### src/rtl/lap_stopwatch.sv
// rtl/lap_stopwatch.sv - debounced start/lap stopwatch with BCD count, lap hold and scanned 7-segment output
module lap_debounce #(
  parameter int DIV = 100_000,
  parameter int LEN = 5
) (
  input  logic clk_i,
  input  logic rst_i,
  input  logic raw_i,
  output logic press_o
);
  localparam int CW = (DIV > 1) ? $clog2(DIV) : 1;

  logic [CW-1:0]  cnt_q;
  logic [LEN-1:0] sh_q;
  logic           filt_q;
  logic           filt_dly_q;
  logic           strobe;

  assign strobe  = (cnt_q == CW'(DIV - 1));
  assign press_o = filt_q & ~filt_dly_q;

  // Filtered level only moves on a unanimous window; mixed windows hold it.
  always_ff @(posedge clk_i) begin
    if (rst_i) begin
      cnt_q      <= '0;
      sh_q       <= '0;
      filt_q     <= 1'b0;
      filt_dly_q <= 1'b0;
    end else begin
      cnt_q <= strobe ? '0 : cnt_q + 1'b1;
      if (strobe) sh_q <= {sh_q[LEN-2:0], raw_i};
      if (&sh_q) filt_q <= 1'b1;
      else if (~|sh_q) filt_q <= 1'b0;
      filt_dly_q <= filt_q;
    end
  end
endmodule

module lap_stopwatch #(
  parameter int DIGITS   = 4,
  parameter int TICK_DIV = 1_000_000,
  parameter int DEB_DIV  = 100_000,
  parameter int DEB_LEN  = 5,
  parameter int SCAN_DIV = 50_000
) (
  input  logic              clk0,
  input  logic              reset_sw,
  input  logic              start_sw,
  input  logic              lap_sw,
  output logic [1:0]        led,
  output logic [6:0]        seg,
  output logic [DIGITS-1:0] line,
  output logic              dp
);
  typedef enum logic [1:0] {IDLE, RUN, LAP, STOP} state_t;

  localparam int PW = (TICK_DIV > 1) ? $clog2(TICK_DIV) : 1;
  localparam int SW = (SCAN_DIV > 1) ? $clog2(SCAN_DIV) : 1;
  localparam int IW = (DIGITS > 1) ? $clog2(DIGITS) : 1;

  state_t        state_q, state_d;
  logic [PW-1:0] presc_q, presc_d;
  logic [3:0]    dig_q [DIGITS];
  logic [3:0]    dig_d [DIGITS];
  logic [3:0]    lap_q [DIGITS];
  logic [3:0]    lap_d [DIGITS];
  logic          ovf_q, ovf_d;
  logic [SW-1:0] scan_q, scan_d;
  logic [IW-1:0] idx_q, idx_d;
  logic          start_p, lap_p, cnt_en, tick, carry;
  logic [3:0]    disp_dig;

  lap_debounce #(.DIV(DEB_DIV), .LEN(DEB_LEN)) u_deb_start (
    .clk_i(clk0), .rst_i(reset_sw), .raw_i(start_sw), .press_o(start_p));
  lap_debounce #(.DIV(DEB_DIV), .LEN(DEB_LEN)) u_deb_lap (
    .clk_i(clk0), .rst_i(reset_sw), .raw_i(lap_sw), .press_o(lap_p));

  function automatic logic is_on(input state_t s);
    return (s == RUN) || (s == LAP);
  endfunction

  function automatic logic [6:0] seg7(input logic [3:0] v);
    case (v)
      4'd0: seg7 = 7'b0111111;
      4'd1: seg7 = 7'b0000110;
      4'd2: seg7 = 7'b1011011;
      4'd3: seg7 = 7'b1001111;
      4'd4: seg7 = 7'b1100110;
      4'd5: seg7 = 7'b1101101;
      4'd6: seg7 = 7'b1111101;
      4'd7: seg7 = 7'b0000111;
      4'd8: seg7 = 7'b1111111;
      4'd9: seg7 = 7'b1101111;
      default: seg7 = 7'b0000000;
    endcase
  endfunction

  always_comb begin
    state_d = state_q;
    case (state_q)
      IDLE: if (start_p) state_d = RUN;
      RUN:  if (start_p) state_d = STOP; else if (lap_p) state_d = LAP;
      LAP:  if (start_p) state_d = STOP; else if (lap_p) state_d = RUN;
      STOP: if (start_p) state_d = RUN;  else if (lap_p) state_d = IDLE;
      default: state_d = IDLE;
    endcase

    // Counting needs the state active on both sides of the edge, so the stop
    // edge issues no tick and the resume edge does not advance the phase.
    cnt_en  = is_on(state_q) && is_on(state_d);
    tick    = cnt_en && (presc_q == PW'(TICK_DIV - 1));
    presc_d = presc_q;
    if (cnt_en) presc_d = tick ? '0 : presc_q + 1'b1;

    carry = tick;
    ovf_d = ovf_q;
    for (int k = 0; k < DIGITS; k++) begin
      dig_d[k] = dig_q[k];
      lap_d[k] = lap_q[k];
      if (carry) dig_d[k] = (dig_q[k] == 4'd9) ? 4'd0 : dig_q[k] + 4'd1;
      carry = carry && (dig_q[k] == 4'd9);
      if (state_q == RUN && state_d == LAP) lap_d[k] = dig_q[k];
    end
    if (carry) ovf_d = 1'b1;

    if (state_d == IDLE) begin
      presc_d = '0;
      ovf_d   = 1'b0;
      for (int k = 0; k < DIGITS; k++) begin
        dig_d[k] = 4'd0;
        lap_d[k] = 4'd0;
      end
    end

    scan_d = scan_q + 1'b1;
    idx_d  = idx_q;
    if (scan_q == SW'(SCAN_DIV - 1)) begin
      scan_d = '0;
      idx_d  = (idx_q == IW'(DIGITS - 1)) ? '0 : idx_q + 1'b1;
    end
    disp_dig = (state_d == LAP) ? lap_d[idx_d] : dig_d[idx_d];
  end

  always_ff @(posedge clk0) begin
    if (reset_sw) begin
      state_q <= IDLE;
      presc_q <= '0;
      ovf_q   <= 1'b0;
      scan_q  <= '0;
      idx_q   <= '0;
      for (int k = 0; k < DIGITS; k++) begin
        dig_q[k] <= 4'd0;
        lap_q[k] <= 4'd0;
      end
      led  <= 2'b00;
      seg  <= 7'b0111111;
      line <= DIGITS'(1);
      dp   <= 1'b0;
    end else begin
      state_q <= state_d;
      presc_q <= presc_d;
      ovf_q   <= ovf_d;
      scan_q  <= scan_d;
      idx_q   <= idx_d;
      for (int k = 0; k < DIGITS; k++) begin
        dig_q[k] <= dig_d[k];
        lap_q[k] <= lap_d[k];
      end
      led  <= {ovf_d, is_on(state_d)};
      seg  <= seg7(disp_dig);
      line <= DIGITS'(1) << idx_d;
      dp   <= (idx_d == IW'(1));
    end
  end
endmodule

### config.mk
export PLATFORM = sky130hd
export DESIGN_NAME = lap_stopwatch
export DESIGN_NICKNAME = d
export VERILOG_FILES = /design/src/rtl/lap_stopwatch.sv
export SDC_FILE = /design/constraint.sdc
export NUM_CORES = 1
export LEC_CHECK = 0
export ABC_AREA = 1
export CAP_MARGIN = 20
export CORE_MARGIN = 1
export CORE_UTILIZATION = 35
export CTS_CLUSTER_DIAMETER = 60
export CTS_CLUSTER_SIZE = 10
export DETAILED_ROUTE_END_ITERATION = 10
export GPL_ROUTABILITY_DRIVEN = 0
export SYNTH_ARGS = -nofsm -noshare
export SYNTH_HDL_FRONTEND = slang
export SYNTH_SLANG_ARGS = --single-unit
### constraint.sdc
create_clock -name clk0 -period 6 [get_ports clk0]
set_input_delay 0.6 -clock clk0 [delete_from_list [all_inputs] [get_ports clk0]]
set_output_delay 0.6 -clock clk0 [all_outputs]
set_load 0.005 [all_outputs]
==> impl_metrics.yaml <==
floorplan:
  die_w_um: 138
  chipHeight_um: 138
  dieArea_sq_mm: 0.0191
  core_sq_mm: 0.0181
  initial_core_util_pct: 36.0
  rows: 49
  ios: 18
logic_synthesis:
  yosysSeqAreaShare_pct: 41.2
  ys_ff_latch: 134
  avgSynthCellArea_sq_um: 7.11
  synth_area_leaders: "dfxtp_1 (41%), nor2_1 (9.2%), nand2_1 (9.0%), inv_1 (7.1%), a21oi_1 (4.4%)"
  netlist_area_sq_mm: 0.00650
  synth_nets: 936
  synth_top_cell_area_share_pct: 41.2
  yosysWarnings: 0
  synth_edf_count: 0
  ys.flop_type: "dfxtp_1"
  synth_top_cell_by_area: "dfxtp_1"
  synth_cell_type_count: 50
  async_flop_share_pct: 0
  synthCells: 915
sta:
  whs_ns: 0.445
  rsz0062_at_grt: "no"
  finalCritPeriodShare_pct: 65.7
  tightest_slew_ns: 0.888
  tns_ns: 0
  clock.fmax_ghz: 0.254
  period_minus_slack_ns: 3.94
  fin_worst_skew_ns: 0.00889
  hold_viol_final: 0
  finalSetupViolCount: 0
  relSlewSlack_pct: 40.8
  finalMaxSlewViolations: 0
clock_tree:
  numCtsBuffers: 17
  clkTransAtPathRegs_ns: 0.06
  cts_buffer_depth: 2
  clock-sinks: 134
  htree_levels: 4
  post-cts-setup-buffers: 0
  cts_tree: "done"
  cts_hold_buf: 0
  post_cts_resized: 0
  clock_latency_ns: 0.42
  root_buffer: "clkbuf_16"
place:
  dp_hpwl_um: 9760
  portBuffers: 17
finish:
  area_delta_synth_final_pct: 14.9
  fillers: 1846
  antenna_cells: 0
  final_nets: 952
  multi_input_area_sq_mm: 0.00323
  drive_gt1_share_pct: 8.05
  regArea_sq_mm: 0.00268
route:
  drtPass1Iterations: 5
  wire_per_inst_um: 11.8
  vias: 5606
  dr.first_iter.drc_count: 409
  ant_nets: 0
  drc: 0
  routed_via_density: 4.78
  routed_wl_um: 13800
worst_hold_path:
  worstHoldEndpoint: "u_deb_start.filt_dly_q$_SDFF_PP0_"
  min_delay_path_depth: 2
  min_path_type: "flip-flop to flip-flop"
  hp-start: "u_deb_start.filt_q$_SDFFE_PP0P_"
grt:
  grt_pass1_wl_um: 24000
  grt_overflow_total: 0
  globalRouteMet1Util_pct: 20.2
  grt_use_total_pct: 15.3
  use_met2_pct: 24.0
  grt_max_degree: 47
  met3_usage_pct: 4.33
  top_usage_layer: "met2"
  first_global_vias: 5168
  grt_antenna_before_repair: 0
power:
  powerDensity_mw_per_mm2: 294
  leakage_nw: 2.79
  ir_drop_mv: 0.203
setup_path:
  critical_path_arrival_ns: 4.23
  required_ns: 6.29
  cp_max_fo: 26
  r2r_setup_slack_ns: 2.06
  crit_type: "flip-flop to flip-flop"
  r2r_end: "seg[4]$_SDFF_PP1_"
  end_kind: "flip-flop"
  cp-start-kind: "flip-flop"
  timing.rr.start: "state_q[1]$_SDFF_PP0_"
  r2r_cells: 22
flow_run:
  max_cap_viol_count: 0
run_status:
  status: "finished, final reports clean"
through the flow:
stage	utilization [%]	instances	power [mW]	setup WS, ns	cell area (sq um)
6_report	41.3	1173	2.20	2.06	7470
5_1_grt	41.3	1173	2.30	1.62	7470
4_1_cts	41.3	1173	2.23	2.09	7470
3_5_place_dp	38.0	1141	1.16	2.12	6870
3_3_place_gp	38.0	1141	1.16	2.13	6870
2_1_floorplan	-	915	1.09	2.64	6500
layer usage:
layer	vias up	routed length [um]	part of all wire [%]
li1	2997	-	-
met1	2510	7000	51
met2	81	6000	44
met3	18	641	4.6
met4	0	154	1.1
met5	-	0	0
report_power, final:
part / internal [mW] / switching, mW
clock: 0.657 / 0.409
combinational: 0.0801 / 0.134
sequential: 0.911 / 0.00889
worst max-delay path, stage by stage (launching register included):
cell and delay (ns):
dfxtp_1 0.37, inv_1 0.10, ha_1 0.23, a21oi_1 0.14, a21oi_1 0.07, and2_1 0.17, inv_1 0.07, ha_1 0.74
inv_1 0.49, o21ai_2 0.17, inv_1 0.05, nand2_1 0.05, o21ai_0 0.11, nand2_1 0.08, nand2_1 0.05, nor2_1 0.10
nand2_1 0.07, nand2_2 0.12, inv_1 0.10, ha_1 0.18, or2_1 0.22, nand3_1 0.06, nand3_1 0.06
cells in the final DEF, fill, tap and decap left out, drive strengths merged:
cell           count
nand4             22
nor2             169
clkbuf            18
nand2            164
and3               1
or2                4
a31oi              2
xnor2              2
and2               1
o211ai             5
a22oi              2
dfxtp            134
clkinv             5
a21oi             57
clkinvlp           2
o21bai             1
inv              137
xor2              13
ha                17
o21a               5
o31ai              2
o41ai              1
a32o               1
a211oi             7
o21ai             43
nor3b              5
nor4b              1
o2111ai            2
nand3             54
nor3              31
buf                2
a31o               1
clkdlybuf4s50     16
nor4              14
bufinv             3
worst max path at each step:
| stage | startpoint | end | slack, ns | depth (start not counted) |
|---|---|---|---|---|
| detailed placement | state_q[0]$_SDFF_PP0_ | seg[4]$_SDFF_PP1_ | 2.12 | 20 |
| CTS | state_q[1]$_SDFF_PP0_ | seg[4]$_SDFF_PP1_ | 2.09 | 22 |
| finish | state_q[1]$_SDFF_PP0_ | seg[4]$_SDFF_PP1_ | 2.06 | 22 |
| floorplan | state_q[1]$_SDFF_PP0_ | seg[4]$_SDFF_PP1_ | 2.64 | 22 |
| global route | state_q[1]$_SDFF_PP0_ | seg[6]$_SDFF_PP0_ | 1.62 | 24 |
| global placement | state_q[1]$_SDFF_PP0_ | seg[4]$_SDFF_PP1_ | 2.13 | 20 |
synthesized netlist by cell type, types with 3 or more instances:
master and count:
inv_1 123, ha_1 17, inv_2 10, nand3_1 50
o21ai_0 40, nor2_2 4, nor3_2 5, nor4_1 13
a21oi_1 57, clkbuf_1 15, nor3b_1 5, nor2_1 160
buf_2 3, nand3_2 3, nor2_4 4, o21a_1 5
a211oi_1 7, dfxtp_1 134, o211ai_1 5, nor3_1 26
nand2_4 4, nand4_1 21, nand2_1 156, nand2_2 4
xor2_1 13
final cells by class:
cell class	instances	area share (%)
sequential	134	35.9
clock buffer	18	5.74
tap	229	3.84
multi-input combinational	627	43.2
clock inverter	14	2.31
inverter	133	6.68
timing repair buffer	18	2.31
cells by family (layout without fill, tap and decap cells):
family	after synthesis	after routing	share of synthesized area, %
compound gates	129	129	11.4
buf+inv	154	183	9.12
flops	134	134	41.2
xor+xnor	15	15	2.02
fa+ha+maj	17	17	3.27
simple gates	466	466	33.0
registers in the layout, summed over array words and instances, names as in the netlist:
name,cells
dig_q,16
dp,1
idx_q,2
lap_q,16
led,2
line,4
presc_q,20
scan_q,16
seg,7
state_q,2
u_deb_lap.cnt_q,17
u_deb_lap.filt_dly_q,1
u_deb_lap.filt_q,1
u_deb_lap.sh_q,5
u_deb_start.cnt_q,17
u_deb_start.filt_dly_q,1
u_deb_start.filt_q,1
u_deb_start.sh_q,5
No activity file was read; power rests on OpenSTA's default activity.
